### config.mk
export PLATFORM = sky130hd
export DESIGN_NAME = drop_scheduler
export DESIGN_NICKNAME = d
export VERILOG_FILES = /design/src/rtl/tetris_pkg.sv /design/src/rtl/drop_scheduler_frame_divider.sv /design/src/rtl/drop_scheduler.sv
export SDC_FILE = /design/constraint.sdc
export NUM_CORES = 1
export LEC_CHECK = 0
export ABC_AREA = 1
export ABC_CLOCK_PERIOD_IN_PS = 5600
export CELL_PAD_IN_SITES_DETAIL_PLACEMENT = 1
export CELL_PAD_IN_SITES_GLOBAL_PLACEMENT = 2
export CORE_MARGIN = 4
export CORE_UTILIZATION = 38
export DETAILED_ROUTE_END_ITERATION = 10
export PLACE_DENSITY_LB_ADDON = 0.1
export SYNTH_ARGS = -nofsm -noshare
export SYNTH_HDL_FRONTEND = slang
export SYNTH_SLANG_ARGS = --single-unit
export TNS_END_PERCENT = 50
### constraint.sdc
create_clock -name clk -period 5.6 [get_ports clk]
set_input_delay 0.84 -clock clk [delete_from_list [all_inputs] [get_ports clk]]
set_output_delay 0.84 -clock clk [all_outputs]
set_load 0.05 [all_outputs]
### src/rtl/tetris_pkg.sv
// Shared types and tables for the falling-piece gravity logic.
// Latency: n/a (declarations only).
// Backpressure: n/a.
//
// Contents: drop scheduler state encoding and the per-level drop period
// table (frames per row), indexed by game level 0..15.
package tetris_pkg;

   typedef enum logic [1:0] {
      IDLE    = 2'd0,
      RUN     = 2'd1,
      PENDING = 2'd2,
      PAUSED  = 2'd3
   } drop_state_t;

   // Frames between gravity drops at each level; the largest entry must fit
   // the 6-bit frame counter.
   localparam logic [5:0] DROP_FRAMES [16] = '{
      6'd48, 6'd43, 6'd38, 6'd33, 6'd28, 6'd23, 6'd18, 6'd13,
      6'd8,  6'd6,  6'd5,  6'd5,  6'd5,  6'd4,  6'd4,  6'd3
   };

endpackage

### src/rtl/drop_scheduler_frame_divider.sv
// Modulo-DIV cycle counter that emits a one-cycle wrap pulse (frame tick).
// Latency: wrap is registered; it is high in the cycle after the count leaves DIV-1.
// Backpressure: none; en freezes the count, clr forces it (and the pulse) to 0.
//
// Ports:
//   clk, reset : clock, asynchronous active-high reset
//   en         : advance the count this cycle
//   clr        : synchronous clear, dominates en
//   wrap       : registered pulse, one per DIV enabled cycles
module frame_divider #(
   parameter int DIV = 833_333
) (
   input  logic clk,
   input  logic reset,
   input  logic en,
   input  logic clr,
   output logic wrap
);

   localparam int         W    = $clog2(DIV);
   localparam logic [W-1:0] LAST = W'(DIV - 1);

   logic [W-1:0] cnt;

   always_ff @(posedge clk or posedge reset) begin
      if (reset) begin
         cnt  <= '0;
         wrap <= 1'b0;
      end else if (clr) begin
         cnt  <= '0;
         wrap <= 1'b0;
      end else if (en) begin
         // Explicit wrap: DIV is generally not a power of two.
         wrap <= (cnt == LAST);
         cnt  <= (cnt == LAST) ? '0 : cnt + W'(1);
      end else begin
         wrap <= 1'b0;
      end
   end

endmodule

### src/rtl/drop_scheduler.sv
// Gravity scheduler: counts frame ticks against a level-dependent period and
// raises a held drop request until the game FSM acknowledges it.
// Latency: drop_req rises the cycle after the expiring frame_tick, falls the cycle after drop_ack.
// Backpressure: while a request is pending further expirations are discarded, not queued.
//
// Ports:
//   clk, reset  : clock, asynchronous active-high reset
//   start, stop : single-cycle pulses; (re)start with level sampled / return to IDLE
//   pause       : level, freezes prescaler and frame count
//   level       : game level, sampled at start and at every ack reload
//   soft_drop   : level, selects the accelerated period
//   drop_ack    : single-cycle acknowledge of drop_req
//   drop_req    : registered request, held until acked
//   frame_tick  : registered one-cycle pulse per frame
//   busy        : registered, high in every state except IDLE
module drop_scheduler
   import tetris_pkg::*;
#(
   parameter int FRAME_DIV   = 833_333,
   parameter int SOFT_FRAMES = 2
) (
   input  logic       clk,
   input  logic       reset,
   input  logic       start,
   input  logic       stop,
   input  logic       pause,
   input  logic [3:0] level,
   input  logic       soft_drop,
   input  logic       drop_ack,
   output logic       drop_req,
   output logic       frame_tick,
   output logic       busy
);

   localparam logic [6:0] SOFT7 = 7'(SOFT_FRAMES);

   drop_state_t state, state_nxt;
   logic [5:0]  frame_cnt, cnt_nxt;
   logic [3:0]  lvl_q, lvl_nxt;
   logic        pend_q, pend_nxt;
   logic        req_nxt;

   logic [6:0]  base_per;
   logic [6:0]  per;
   logic [6:0]  cnt_inc;
   logic        div_en;
   logic        div_clr;

   // Prescaler only runs while actively scheduling. pause and stop also gate
   // it so that no tick is emitted in the first PAUSED or IDLE cycle.
   assign div_en  = ((state == RUN) || (state == PENDING)) && !pause && !stop;
   assign div_clr = (state == IDLE) || start || stop;

   frame_divider #(
      .DIV (FRAME_DIV)
   ) u_div (
      .clk   (clk),
      .reset (reset),
      .en    (div_en),
      .clr   (div_clr),
      .wrap  (frame_tick)
   );

   // Period re-evaluated every tick so soft_drop acts immediately; the
   // compare is 7 bits wide so frame_cnt + 1 cannot overflow.
   assign base_per = {1'b0, DROP_FRAMES[lvl_q]};
   assign per      = (soft_drop && (SOFT7 < base_per)) ? SOFT7 : base_per;
   assign cnt_inc  = {1'b0, frame_cnt} + 7'd1;

   always_comb begin
      state_nxt = state;
      cnt_nxt   = frame_cnt;
      lvl_nxt   = lvl_q;
      pend_nxt  = pend_q;
      req_nxt   = drop_req;

      if (stop) begin
         state_nxt = IDLE;
         req_nxt   = 1'b0;
      end else if (start) begin
         state_nxt = RUN;
         lvl_nxt   = level;
         cnt_nxt   = '0;
         req_nxt   = 1'b0;
      end else begin
         unique case (state)
            IDLE: begin
               state_nxt = IDLE;
            end
            RUN: begin
               if (pause) begin
                  state_nxt = PAUSED;
                  pend_nxt  = 1'b0;
                  req_nxt   = 1'b0;
               end else if (frame_tick) begin
                  // >= rather than == catches a period that shrank below
                  // the current count when soft_drop rose.
                  if (cnt_inc >= per) begin
                     state_nxt = PENDING;
                     req_nxt   = 1'b1;
                  end else begin
                     cnt_nxt = cnt_inc[5:0];
                  end
               end
            end
            PENDING: begin
               if (pause) begin
                  state_nxt = PAUSED;
                  pend_nxt  = 1'b1;
                  req_nxt   = 1'b0;
               end else if (drop_ack) begin
                  state_nxt = RUN;
                  req_nxt   = 1'b0;
                  cnt_nxt   = '0;
                  lvl_nxt   = level;
               end
            end
            PAUSED: begin
               if (!pause) begin
                  state_nxt = pend_q ? PENDING : RUN;
                  req_nxt   = pend_q;
               end
            end
            default: begin
               state_nxt = IDLE;
               req_nxt   = 1'b0;
            end
         endcase
      end
   end

   always_ff @(posedge clk or posedge reset) begin
      if (reset) begin
         state     <= IDLE;
         frame_cnt <= '0;
         lvl_q     <= '0;
         pend_q    <= 1'b0;
         drop_req  <= 1'b0;
         busy      <= 1'b0;
      end else begin
         state     <= state_nxt;
         frame_cnt <= cnt_nxt;
         lvl_q     <= lvl_nxt;
         pend_q    <= pend_nxt;
         drop_req  <= req_nxt;
         busy      <= (state_nxt != IDLE);
      end
   end

endmodule

# --- Yosys cells after proc, flatten, opt, wreduce, memory -nomap -nowiden ---
# Memory sizes are Yosys's and may differ from the RTL's.
# Cells that the tools add are included.
totals:
  memories: 1
  word_cells: 94
  register_bits: 36
  in_bits: 11
  romBits: 96
mem_list:
  columns: ["memory", "words", "width", "rd", "rd_ports_with_merged_regs", "write_ports", "line_no", "text"]
  rows:
  - ["(no name shown)", 16, 6, 1, 0, 0, "drop_scheduler.sv:66", "assign base_per = {1'b0, DROP_FRAMES[lvl_q]};"]
op_classes:
  bitwise_logic: 3
  n_reduce_logical: 20
  n_addsub: 2
  eq_ne: 16
  order_cmp: 3
  n_mux: 41
ops:
  columns: ["op", "n"]
  rows:
  - ["$mux 20", 3]
  - ["$mux 6", 9]
  - ["$add 20x1->20 const B", 1]
  - ["$eq 20x20->1 const B", 1]
  - ["$mux 2", 9]
  - ["$mux 4", 4]
  - ["$mux 1", 12]
  - ["$ne 3x3->1 const B", 4]
  - ["$pmux 6 s2", 1]
  - ["$ne 5x4->1 const B", 2]
  - ["$reduce_and 5->1", 2]
  - ["$reduce_bool 2->1", 5]
  - ["$pmux 2 s4", 1]
  - ["$add 6x1->7 const B", 1]
  - ["$ge 7x6->1", 1]
  - ["$reduce_and 7->1", 1]
  - ["$lt 2x6->1 const A", 1]
  - ["$ne 2x2->1 const B", 3]
  - ["$ge 5x5->1 const B", 1]
  - ["$ne 5x5->1 const B", 1]
  - ["$not 4->5", 1]
  - ["$reduce_bool 5->1", 1]
  - ["$eq 2x2->1 const B", 2]
  - ["$ne 4x4->1 const B", 1]
  - ["11 further kinds", 17]

# --- Longest topological paths before layout ---
# Gate-level depths: netlist of run 1.
logic_depth:
  word_depth: 15
  depth_mapped: 29
  mapped_depth_nobuf: 29

# --- Hierarchy ---
# Synthesis of run 1 repeated with hierarchy kept, for this count alone.
hier_totals:
  cells_unflattened: 381
  hier_area_um2: 2666.3
by_module_without_submodules:
  columns: ["mod", "cells_each", "area_each_um2", "seq_area_each_um2", "n_inst"]
  rows:
  - ["drop_scheduler", 192, 1341.3, 375.4, 1]
  - ["frame_divider", 189, 1325.0, 525.5, 1]

# --- Worst setup path after synthesis of run 1 ---
# No wires, ideal clock.
synth_timing:
  path_type: "flip-flop to flip-flop"
  from: "reg lvl_q[0]"
  to: "reg drop_req"
  n_path_buf: 0
  arrival_ns: 2.510
  stages_incl_launch_ff: 24
  period_less_slack_ns: 2.628
  setup_slack_ns: 2.972
  path_cell_list: "dfrtp_1 inv_1 ha_1 inv_1 nand2_1 o211ai_1 o21ai_0 o21ai_0 nand2_1 inv_1 nor2_1 ha_1 inv_1 nand2_1 nand2_1 nand2_1 nand2_1 nand2_1 nand2_1 nand2_1 nand2_1 nand3_1 and3_1 o21a_1"
synth_via:
  elab_chain_len: 10
synth_lines:
  columns: ["item", "line_no", "text"]
  rows:
  - ["start, declared", "drop_scheduler.sv:39", "logic [3:0] lvl_q, lvl_nxt;"]
  - ["start signal, assigned", "drop_scheduler.sv:143", "lvl_q <= lvl_nxt;"]
  - ["$not 4->5 (not written as such) (*)", "drop_scheduler.sv:66", null]
  - ["$mem_v2 16x6 (*)", null, null]
  - ["$mux 6 (not written as such) (*) (2 in a row)", "drop_scheduler.sv:66", null]
  - ["$lt 2x6->1", "drop_scheduler.sv:67", "assign per = (soft_drop && (SOFT7 < base_per)) ? SOFT7 : base_per;"]
  - ["$logic_and 1x1->1", "drop_scheduler.sv:67", null]
  - ["$mux 6 (*)", "drop_scheduler.sv:67", null]
  - ["$ge 7x6->1 (*)", "drop_scheduler.sv:98", "if (cnt_inc >= per) begin"]
  - ["$ne 5x4->1 (no source line) (*)", null, null]
  - ["$reduce_and 5->1 (no source line) (*)", null, null]
  - ["end signal, assigned", "drop_scheduler.sv:145", "drop_req <= req_nxt;"]
  - ["end, declared", "drop_scheduler.sv:30", "output logic drop_req,"]
# Mark *: on every way between the ends. The rest lies on a longest branch, timed or not. The select of a mux whose other input is x is not followed.
# A chain may end at the register's enable or synchronous reset.

# --- Final worst setup path of run 1 ---
layout_timing:
  from: "reg lvl_q[0]"
  to: "reg frame_cnt[0]"
layout_via:
  elab_chain_len: 10
layout_lines:
  columns: ["item", "line_no", "text"]
  rows:
  - ["$not 4->5 (not written as such) (*)", "drop_scheduler.sv:66", null]
  - ["$mem_v2 16x6 (*)", null, null]
  - ["$mux 6 (not written as such) (*) (2 in a row)", "drop_scheduler.sv:66", null]
  - ["$lt 2x6->1", "drop_scheduler.sv:67", null]
  - ["$logic_and 1x1->1", "drop_scheduler.sv:67", null]
  - ["$mux 6 (*)", "drop_scheduler.sv:67", null]
  - ["$ge 7x6->1 (*)", "drop_scheduler.sv:98", null]
  - ["$ne 3x3->1 (no source line) (*)", null, null]
  - ["$reduce_and 7->1 (no source line) (*)", null, null]
  - ["end signal, assigned", "drop_scheduler.sv:142", "frame_cnt <= cnt_nxt;"]
  - ["end, declared", "drop_scheduler.sv:38", "logic [5:0] frame_cnt, cnt_nxt;"]
# Marked as above.

==> results.py, run 1 <==
metrics = {
    "die": {
        "die_h_um": 88.7,
        "dieArea_um2": 7870,
        "fp.dieW_um": 88.7,
        "initial_core_util": 0.390,
        "pin_count": 14,
        "core.rowCount": 29,
        "design.core.area_um2": 6350,
    },
    "clock_network": {
        "cts_root_buf": "clkbuf_8",
        "path_clk_slew_ns": 0.07,
        "numCtsBuffers": 5,
        "ctsResizeCount": 0,
        "clock_sinks": 36,
        "clock_latency_ns": 0.28,
        "cts_setup_buffers": 0,
        "cts_tree": "done",
        "cts.path.max_buffers": 2,
        "htreeDepth": 2,
        "ctsHoldBuffers": 0,
    },
    "worst_setup_path": {
        "critPathKind": "reg2reg",
        "reg2regPathDepth": 17,
        "ff2ff_setup_slack_ns": 2.48,
        "crit_arrival_ns": 3.30,
        "crit_required_ns": 5.78,
        "worstSetupEndpointType": "flip-flop",
        "r2r_start": "lvl_q[0]",
        "startpoint_type": "flip-flop",
        "cp_max_fo": 12,
        "r2r-end": "frame_cnt[0]",
    },
    "power": {
        "p_leak_uw": 0.00127,
        "comb_power_share": 0.240,
        "internal_power_uw": 442,
        "switchingPower_uw": 203,
        "p_sw_frac": 0.315,
        "ir_drop_uv": 127,
        "pwr-share-seq": 0.449,
        "power_frac_clock": 0.311,
        "p_per_area_nw_per_um2": 231,
    },
    "logic_synthesis": {
        "async_flop_share": 1.00,
        "netlist_top_cells_area": "dfrtp_1 36%, ha_1 9.6%, inv_1 8.2%, nand2_1 8.0%, nor2_1 5.2%",
        "synth.avg_cell_area_um2": 7.55,
        "synth_ff_type": "dfrtp_1",
        "synthCells": 328,
        "yosysWarnings": 0,
        "ys_types": 35,
        "yosysTopAreaCell": "dfrtp_1",
        "synth_seq_area_share": 0.364,
        "synth_top_area_frac": 0.364,
        "ys_ff_latch": 36,
        "synth_edf_count": 0,
        "syn-cell-area_um2": 2470,
        "syn_nets": 358,
    },
    "grt": {
        "grt_max_degree": 37,
        "grt_pass1_vias": 2131,
        "grt_pass1_wl_um": 10100,
        "grtUsageTotal": 0.164,
        "grt_overflow": 0,
        "antenna_found_initial": 0,
    },
    "timing": {
        "drv_slew": 0,
        "final-setup-viol-count": 0,
        "relSlewSlack": 0.664,
        "period_minus_slack_ns": 3.12,
        "fmax_ghz": 0.320,
        "rsz0062_at_grt": "false",
        "finalSetupTns_ns": 0,
        "finalHoldViolCount": 0,
        "fin_skew_ns": 0.00557,
        "worst_slew_pin_slew_ns": 0.502,
        "fin_hold_ws_ns": 0.523,
        "setup_slack_ns": 2.48,
        "finalCritPeriodShare": 0.558,
    },
    "final_layout": {
        "layout_common_cells": "54 x inv_1, 53 x nand2_1, 36 x dfrtp_1",
        "synthToLayoutAreaGrowth_pct": 12.5,
        "layout_commonest_cell": "inv_1",
        "nets": 376,
        "drive_above_1_share": 0.0925,
        "diodes": 0,
        "fin_area_um2": 2780,
    },
    "drt": {
        "dr_total_vias": 2115,
        "route.detailed.drc": 0,
        "drt-total-wl_um": 5770,
        "dr.pass1.iters": 6,
        "drt_iter0_drc": 59,
        "wire_per_inst_um": 13.6,
        "ant_nets": 0,
        "routed_via_density": 5.00,
    },
    "hold_path": {
        "holdPathEnd": "pend_q",
        "worstHoldStart": "pend_q",
        "hp-class": "reg2reg",
        "holdPathStages": 2,
    },
    "place": {
        "port-buffer-count": 13,
        "gp_congestion": 0.765,
        "dp_worst_setup_slack_ns": 2.44,
        "place_area_um2": 2690,
        "dpl.hpwl_um": 4570,
    },
    "status": {
        "outcome": "finished, final reports clean",
    },
    "run": {
        "cap_violations": 0,
    },
}
[how the worst max path moves through the flow]
stage | start | endpoint | cells past startpoint
2_1_floorplan | lvl_q[0] | drop_req | 23
3_3_place_gp | lvl_q[0] | frame_cnt[0] | 22
3_5_place_dp | lvl_q[0] | frame_cnt[0] | 22
4_1_cts | lvl_q[0] | frame_cnt[0] | 22
5_1_grt | lvl_q[0] | frame_cnt[0] | 22
6_report | lvl_q[0] | frame_cnt[0] | 17
[state kept, by name (all words and copies together) (netlist names)]
register,flops
u_div.wrap,1
drop_req,1
frame_cnt,6
busy,1
lvl_q,4
pend_q,1
state,2
u_div.cnt,20
[critical path, stage by stage, from the launching register on]
cell	delay [ns]
dfrtp_1	0.41
inv_1	0.12
ha_1	0.30
inv_1	0.06
nand2_1	0.06
o211ai_1	0.08
o21ai_0	0.13
o21ai_0	0.17
nand2_1	0.13
o211ai_1	0.12
ha_1	0.28
a21oi_1	0.14
o21bai_1	0.07
nor2_1	0.12
nand4_1	0.12
a21oi_2	0.40
o21ai_0	0.16
o21a_1	0.13
[cell type report]
type                            instances  area [um2]
Timing Repair Buffer                   14         138
Fill cell                             808        3570
Sequential cell                        36         901
Tap cell                               77        96.3
Multi-Input combinational cell        230        1330
Inverter                               59         223
Clock buffer                            7        96.3
[power groups by stage]
stage	combinational, uW	sequential (uW)	clock (uW)
finish	154	289	201
CTS	160	289	211
global placement	155	294	0
global route	183	292	224
detailed placement	159	294	0
floorplan	116	290	0
[synthesized netlist by cell type (all sizes together), types with 2 or more instances]
master / count
inv: 58
nand2: 58
nor2: 42
dfrtp: 36
o21ai: 23
nor3: 21
ha: 19
a21oi: 18
nand3: 18
xor2: 6
nand4: 5
o22ai: 5
buf: 3
nor4: 2
o211ai: 2
o21a: 2
[per-stage QoR]
step	instances	total power (uW)	util
floorplan	328	406	-
global placement	416	448	0.423
detailed placement	416	453	0.423
CTS	423	660	0.438
global route	423	699	0.438
finish	423	644	0.438
[logic make-up after synthesis]
family / Yosys count / synth area share
and+or+nand+nor: 147 / 0.281
buffers and inverters: 62 / 0.0986
AOI/OAI and AO/OA: 57 / 0.135
DFF: 36 / 0.364
adders and majority gates: 19 / 0.0961
xor gates and xnor gates: 6 / 0.0212
muxes: 1 / 0.00404
[routing by layer]
layer | track usage | routed length, um | up-vias
met5 | 0 | 0 | -
met2 | 0.281 | 2820 | 18
met1 | 0.213 | 2780 | 991
met3 | 0.0279 | 121 | 5
li1 | - | - | 1101
met4 | 0.0412 | 49 | 0
Power figures use the tool's default switching activity.
==> run 2: changes to the inputs <==
ABC_CLOCK_PERIOD_IN_PS = 2800   (was 5600)
CORE_UTILIZATION = 32   (was 38)
clock period = 2.8 ns   (was 5.6 ns; I/O delays follow)
==> run 2 against run 1 <==
Compared with the run above:
- the run now ends with negative setup slack left
- highest routed layer unchanged
- critical path type unchanged
- final cell count grew 9.9%
- non-clock buffer count up 19
- via count is 5.5% higher
- critical path depth is 1 higher
- sequential power up 99%
==> results.py, run 2 (same netlist as run 1, synthesis figures left out) <==
metrics = {
    "final_layout": {
        "drive_above_1_share": 0.216,
        "synthToLayoutAreaGrowth_pct": 25.9,
        "layout_common_cells": "50 x inv_1, 48 x nand2_1, 35 x dfrtp_1",
        "largest_register": "u_div.cnt",
        "largest_reg_flops": 20,
        "diodes": 0,
        "layout_commonest_cell": "inv_1",
        "nFillCells": 913,
        "top_regs": "u_div.cnt (20), frame_cnt (6), lvl_q (4)",
        "nets": 395,
    },
    "clock_network": {
        "ctsHoldBuffers": 0,
        "cts.path.max_buffers": 2,
        "clock_latency_ns": 0.28,
        "clock_sinks": 36,
        "path_clk_slew_ns": 0.08,
        "numCtsBuffers": 5,
        "cts_root_buf": "clkbuf_8",
        "htreeDepth": 2,
        "cts_tree": "done",
    },
    "drt": {
        "route.detailed.drc": 0,
        "wire_per_inst_um": 14.0,
        "dr_total_vias": 2232,
        "ant_nets": 0,
        "drt-total-wl_um": 6520,
        "dr.pass1.iters": 4,
        "drt_iter0_drc": 26,
        "routed_via_density": 4.80,
    },
    "worst_setup_path": {
        "crit_arrival_ns": 3.12,
        "critPathKind": "reg2reg",
        "crit_required_ns": 3.01,
        "cp_max_fo": 6,
        "worstSetupEndpointType": "flip-flop",
        "startpoint_type": "flip-flop",
    },
    "die": {
        "die_h_um": 95.9,
        "dieArea_um2": 9210,
        "fp.dieW_um": 95.9,
        "design.core.area_um2": 7370,
        "pin_count": 14,
        "core.rowCount": 31,
        "initial_core_util": 0.336,
    },
    "timing": {
        "fin_hold_ws_ns": 0.529,
        "final-setup-viol-count": 9,
        "finalCritPeriodShare": 1.04,
        "setup_slack_ns": -0.103,
        "fmax_ghz": 0.344,
        "finalSetupTns_ns": -0.678,
        "relSlewSlack": 0.619,
        "fin_skew_ns": 0.00836,
        "drv_slew": 0,
        "worst_slew_pin_slew_ns": 0.570,
        "period_minus_slack_ns": 2.90,
        "finalHoldViolCount": 0,
        "rsz0062_at_grt": "true",
    },
    "place": {
        "port-buffer-count": 13,
        "dpl.hpwl_um": 4650,
        "gp_congestion": 0.804,
    },
    "grt": {
        "globalRouteMet2Util": 0.236,
        "antenna_found_initial": 0,
        "grt_pass1_wl_um": 10600,
        "busiest_layer": "met2",
        "grt_pass1_vias": 2210,
        "grt_overflow": 0,
        "met3_usage": 0.0227,
        "grtUsageTotal": 0.145,
        "met1_usage": 0.201,
        "grt_max_degree": 37,
    },
    "power": {
        "p_per_area_nw_per_um2": 507,
        "p_leak_uw": 0.00139,
        "ir_drop_uv": 170,
    },
    "hold_path": {
        "hp-class": "reg2reg",
    },
    "status": {
        "outcome": "finished with violations",
        "violations": "negative setup slack",
    },
    "run": {
        "cap_violations": 0,
    },
}
## run 2: worst paths after layout
kind	from	end	slack [ns]	cells past startpoint
setup / recovery	lvl_q[0]	frame_cnt[3]	-0.10	18
hold / removal	pend_q	pend_q	0.53	2
setup reg to reg	lvl_q[0]	frame_cnt[3]	-0.10	18
hold reg to reg	pend_q	pend_q	0.53	2
max in group asynchronous	reset	lvl_q[3]	1.87	3
min in group asynchronous	reset	pend_q	0.57	3
## run 2: cell type report
| class | instances | area, um2 | area share |
|---|---|---|---|
| Timing Repair Buffer | 33 | 293 | 0.0940 |
| Clock inverter | 1 | 30.0 | 0.00964 |
| Clock buffer | 7 | 96.3 | 0.0309 |
| Sequential cell | 36 | 902 | 0.290 |
| Inverter | 59 | 225 | 0.0723 |
| Tap cell | 99 | 124 | 0.0398 |
| Multi-Input combinational cell | 230 | 1450 | 0.464 |
## run 2: repair_timing
action | in CTS | in global routing
pin swaps | 3 | 16
gates resized for setup | 8 | 35
setup endpoints to repair | 10 | 10
buffers inserted | 2 | 8
cloned | 0 | 1
## run 2: worst max-delay path, cell delays in order (launching register included)
cell and delay (ns):
dfrtp_1 0.38, inv_2 0.09, buf_6 0.12, ha_2 0.16, o21ai_1 0.16, nand2_1 0.11
nor3_2 0.15, o21ai_2 0.09, nand2_2 0.10, o211ai_1 0.11, ha_1 0.35, a21oi_2 0.14
o21bai_1 0.08, nor2_1 0.13, nand4_1 0.11, a21oi_2 0.21, buf_6 0.16, nand3_2 0.06
o21ai_1 0.10
## run 2: through the flow
| stage | cells | setup slack [ns] | utilization | area (um2) | power (uW) |
|---|---|---|---|---|---|
| final | 465 | -0.103 | 0.423 | 3120 | 1580 |
| after global routing | 465 | -0.280 | 0.423 | 3120 | 1700 |
| after CTS | 456 | 0.00517 | 0.397 | 2920 | 1480 |
| after detailed placement | 446 | -0.108 | 0.377 | 2780 | 934 |
| after global placement | 446 | -0.0882 | 0.377 | 2780 | 933 |
| after floorplan | 328 | 0.172 | - | 2470 | 812 |
## run 2: power breakdown
part / switching [uW] / internal [uW]
registers: 31.0 / 545
logic: 273 / 219
clock network: 197 / 315
## run 2: layer usage
layer	routed length (um)	up-vias
li1	-	1147
met1	3020	1064
met2	3300	15
met3	117	6
met4	78	0
met5	0	-
